$ cat src/rtl/sipo_shift_reg8.sv
// 8-bit serial-in/parallel-out shift register used as the LFSR state register.
// Optional parallel load behind macro SIPO_PARALLEL_LOAD_EN (absent by default).
`timescale 1ns/1ns

module sipo_shift_reg8 #(
  parameter int unsigned           WIDTH       = 8,
  parameter logic [WIDTH-1:0]      RESET_VALUE = '0,
  parameter int unsigned           CLK2Q_DLY   = 0
) (
  input  logic             sin,
  input  logic             clk,
  input  logic             rs,
`ifdef SIPO_PARALLEL_LOAD_EN
  input  logic             ld,
  input  logic [WIDTH-1:0] Pi,
`endif
  output logic [WIDTH-1:0] Po
);

  // CLK2Q_DLY only shapes simulation timing elsewhere; the registers here are zero-delay.
  if (CLK2Q_DLY > 32'd1000) begin : g_clk2q_range
  end

  logic [WIDTH-1:0] r_po;
  logic [WIDTH-1:0] w_shift;
  logic [WIDTH-1:0] w_next;

  // Shift toward bit 0: new bit enters at the top, old Po[0] falls off.
  assign w_shift = {sin, r_po[WIDTH-1:1]};

`ifdef SIPO_PARALLEL_LOAD_EN
  always_comb begin
    w_next = w_shift;
    if (ld) begin
      w_next = Pi;
    end
  end
`else
  always_comb begin
    w_next = w_shift;
  end
`endif

  always_ff @(posedge clk or posedge rs) begin
    if (rs) begin
      r_po <= RESET_VALUE;
    end else begin
      r_po <= w_next;
    end
  end

  assign Po = r_po;

endmodule

$ cat config.mk
export PLATFORM = sky130hd
export DESIGN_NAME = sipo_shift_reg8
export DESIGN_NICKNAME = d
export VERILOG_FILES = /design/src/rtl/sipo_shift_reg8.sv
export SDC_FILE = /design/constraint.sdc
export NUM_CORES = 1
export LEC_CHECK = 0
export ABC_AREA = 1
export CAP_MARGIN = 25
export CORE_AREA = 2 2 39 41
export CTS_CLUSTER_SIZE = 40
export DETAILED_ROUTE_END_ITERATION = 8
export DIE_AREA = 0 0 41 43
export PLACE_DENSITY_LB_ADDON = 0.05
export SLEW_MARGIN = 5
export SYNTH_ARGS = -nofsm -noshare
export SYNTH_HDL_FRONTEND = slang
export SYNTH_SLANG_ARGS = --single-unit
$ cat constraint.sdc
create_clock -name clk -period 0.8 [get_ports clk]
set_clock_uncertainty 0.2 [all_clocks]
set_input_delay 0.12 -clock clk [delete_from_list [all_inputs] [get_ports clk]]
set_output_delay 0.12 -clock clk [all_outputs]
set_load 0.005 [all_outputs]
# [After elaboration in Yosys (flattened, before gate mapping)]
# Index checks and enable logic that the tools add are counted.
[word_totals] memories=0 rom_bits=0 ramBits=0 latch_bits=0 register_bits=8 in_bits=3 out_inout_bits=8
[op_classes] n_reduce_logical=0 addsub=0 muxes=0 n_shift=0 magnitude_cmp=0 div=0 n_eq_ne=0 mul=0 bitwise=0

# [Depth between registers and ports, before layout]
[depth] depth_word=0 depth_mapped=1 ltp_nobuf=1

# [Worst setup path after synthesis]
# No wires, ideal clock.
[synth_path] path_kind="register to register" start="register r_po[1], in the netlist Po[1]" end="register r_po[0], in the netlist Po[0]" path_slack_ps=109 path_stages_with_launch=1 t_required_ps=469 setup_ps=131 arrival_ps=360 cell_sequence="dfrtp_1"
[synth_lines] element="start, declared" line="24" rtl="logic [WIDTH-1:0] r_po;"
[synth_lines] element="start signal, assigned" line="48" rtl="r_po <= w_next;"
# No word-level cell between the ends.

# [Worst setup path in the final report]
[layout_path] start="register r_po[2], in the netlist Po[2]" end="output port Po[2]"
[layout_lines] element="end, declared" line="17" rtl="output logic [WIDTH-1:0] Po"
# No word-level cell between the ends.

==> reports/summary.txt <==
outcome - complete, but fails checks
failing checks - hold timing, setup timing
FF-to-FF End - Po[1]
layout cells sized above 1 - 0.577
gr usage total - 0.0682
htree depth - 1
gp weighted congestion - 0.558
max reg flops - 8
Slowest-stage cell, CP - dfrtp_1
Syn. warnings - 0
Max Clk Rate - 930 MHz
PwrDens - 2190 nW/um^2
Synth Area in XOR/XNOR - 0
Final nets - 31
Worst Path Buf+Inv - 1
dpl cells - 38
M3 GR Usage - 0.0681
Tot Pwr - 0.789 mW
final core occ - 0.260
CTS tree - yes
vias in the first global route - 152
area grow syn2layout - 76.7%
clk sink count - 8
CP Cell Sequence - buf_2
mapped cell area - 204 sq um
Worst EP required - 0.48 ns
Avg Inst Size Synth - 22.7 sq um
drt first-iter violations - 0
R2R cell count - 1
aggregate global routing overflow - 0
Synth Area in Compound Gates - 0
Synth area leader - dfrtp_1
post-synthesis simple-gate area fraction - 0
critical path's top delay family - flip-flops
leak pwr - 0.179 nW
Setup CP Type - register to primary output
Worst-Margin Slew - 0.0918 ns
post-synth top area share - 0.982
first-pass GRT wire length - 655 microns
Final Hold Violating Endpoints - 8
Num CTS Buffers - 3
critical path arrival - 0.75 ns
crit path time final - 1.07 ns
post-route setup slack - -0.275 ns
ANT cells - 0
worst slack, placed - -0.389 ns
syn nets - 12
global routing usage on met2 - 0.0688
IO Pins - 11
initial core utilization - 0.147
GRT busiest layer - met4
main combinational cell family by area after synthesis - buffers and inverters
Fin Setup TNS - -2.07 ns
Critical Path End Type - primary output
WL per Instance - 9.88 microns
CTS clk-pin slew, worst paths - 0.05 ns
Multi-In Gates - 0
DR vias - 131
Die Height - 43 microns
Layout Cells excl Fill - 42
drt pass-1 iters - 1
initial antenna violation count - 0
adder-cell share of the synthesized area - 0
final setup violation count - 9
area of the multi-input gates - 0 sq um
total wire length - 415 microns
post-synthesis register bit count - 8
Post-route DRC - 0
Syn Inst Count - 9
HP Class - input pin to async pin
critical path peak fanout - 2
reg2reg start - Po[2]
RSZ-0062 raised after global routing - true
root buf cell - clkbuf_4
Slew HR - 0.939
largest net degree at the start of global routing - 9
r2r setup slk - 0 ns
die width - 41 microns
synth unique cells - 2
M1 GR Usage - 0.0671
startpoint types - register
maxcap violations - 0
clock buffer depth - 2
peak supply drop - 0.559 mV
# fillers - 147
via/cell ratio - 3.12
Routed Antenna Nets - 0
Worst path max stage delay - 0.38 ns
share of the yosys chip area belonging to registers - 0.982
Die ar. - 1760 sq um
Pins Over Slew Limit - 0
Site Rows - 14
worst-skew pair later-pin latency - 0.24 ns
most area-consuming cells after synthesis - dfrtp_1 98%, inv_1 1.8%
CORE AREA - 1380 sq um
fin crit share - 1.34
mux cell area share after synthesis - 0
Reg area - 200 sq um
hold slack final - -0.0231 ns
PortBufs - 10
final cells by class:
class / count / share of cell area
flip-flops and latches: 8 / 0.556
clock buffers: 3 / 0.0625
well taps: 16 / 0.0556
repair buffers: 14 / 0.316
inverters: 1 / 0.0104
metrics by stage:
| stage | hold slack (ns) | area, sq um |
|---|---|---|
| final | -0.0231 | 360 |
| after global routing | -0.0146 | 360 |
| after CTS | -0.0254 | 357 |
| after global placement | 0.163 | 359 |
| after detailed placement | 0.161 | 359 |
| after floorplan | -0.264 | 204 |
where the power goes:
group / switching [mW] / internal [mW] / leakage [nW]
Combinational: 0.0239 / 0.0451 / 0.0722
Clock: 0.114 / 0.170 / 0.0138
Sequential: 0.00951 / 0.426 / 0.0932
Total: 0.147 / 0.642 / 0.179
per-layer routing:
metal / vias up / routed length (microns)
li1: 61 / -
met2: 11 / 153
met1: 57 / 176
met3: 2 / 78
met5: - / 0
met4: 0 / 8
how the worst max path moves through the flow:
stage           from     to  slack (ns)  cells after the start
6_report       Po[2]  Po[2]       -0.27                      1
5_1_grt        Po[1]  Po[1]       -0.32                      1
4_1_cts        Po[1]  Po[1]       -0.29                      1
3_5_place_dp   Po[2]  Po[2]       -0.39                      1
3_3_place_gp   Po[2]  Po[2]       -0.38                      1
2_1_floorplan  Po[1]  Po[0]        0.11                      0
layout by cell type (no fill, tap or decap), drive strengths merged:
cell / n
clkdlybuf4s50: 2
dfrtp: 8
clkbuf: 3
buf: 12
inv: 1
repair_timing:
item                                    in CTS  in global routing
gates resized for setup                     34                  2
endpoints found under the setup margin      10                 11
endpoints found under the hold margin        8                  8
setup buffers                                3                  1
synthesized netlist by cell type, drive strengths merged:
cell type and instances:
dfrtp 8, inv 1
kinds of logic after synthesis:
kind of cell  count (synthesis)
buf+inv                       1
flops                         8
Note: power is estimated with default switching activity, not from simulation.
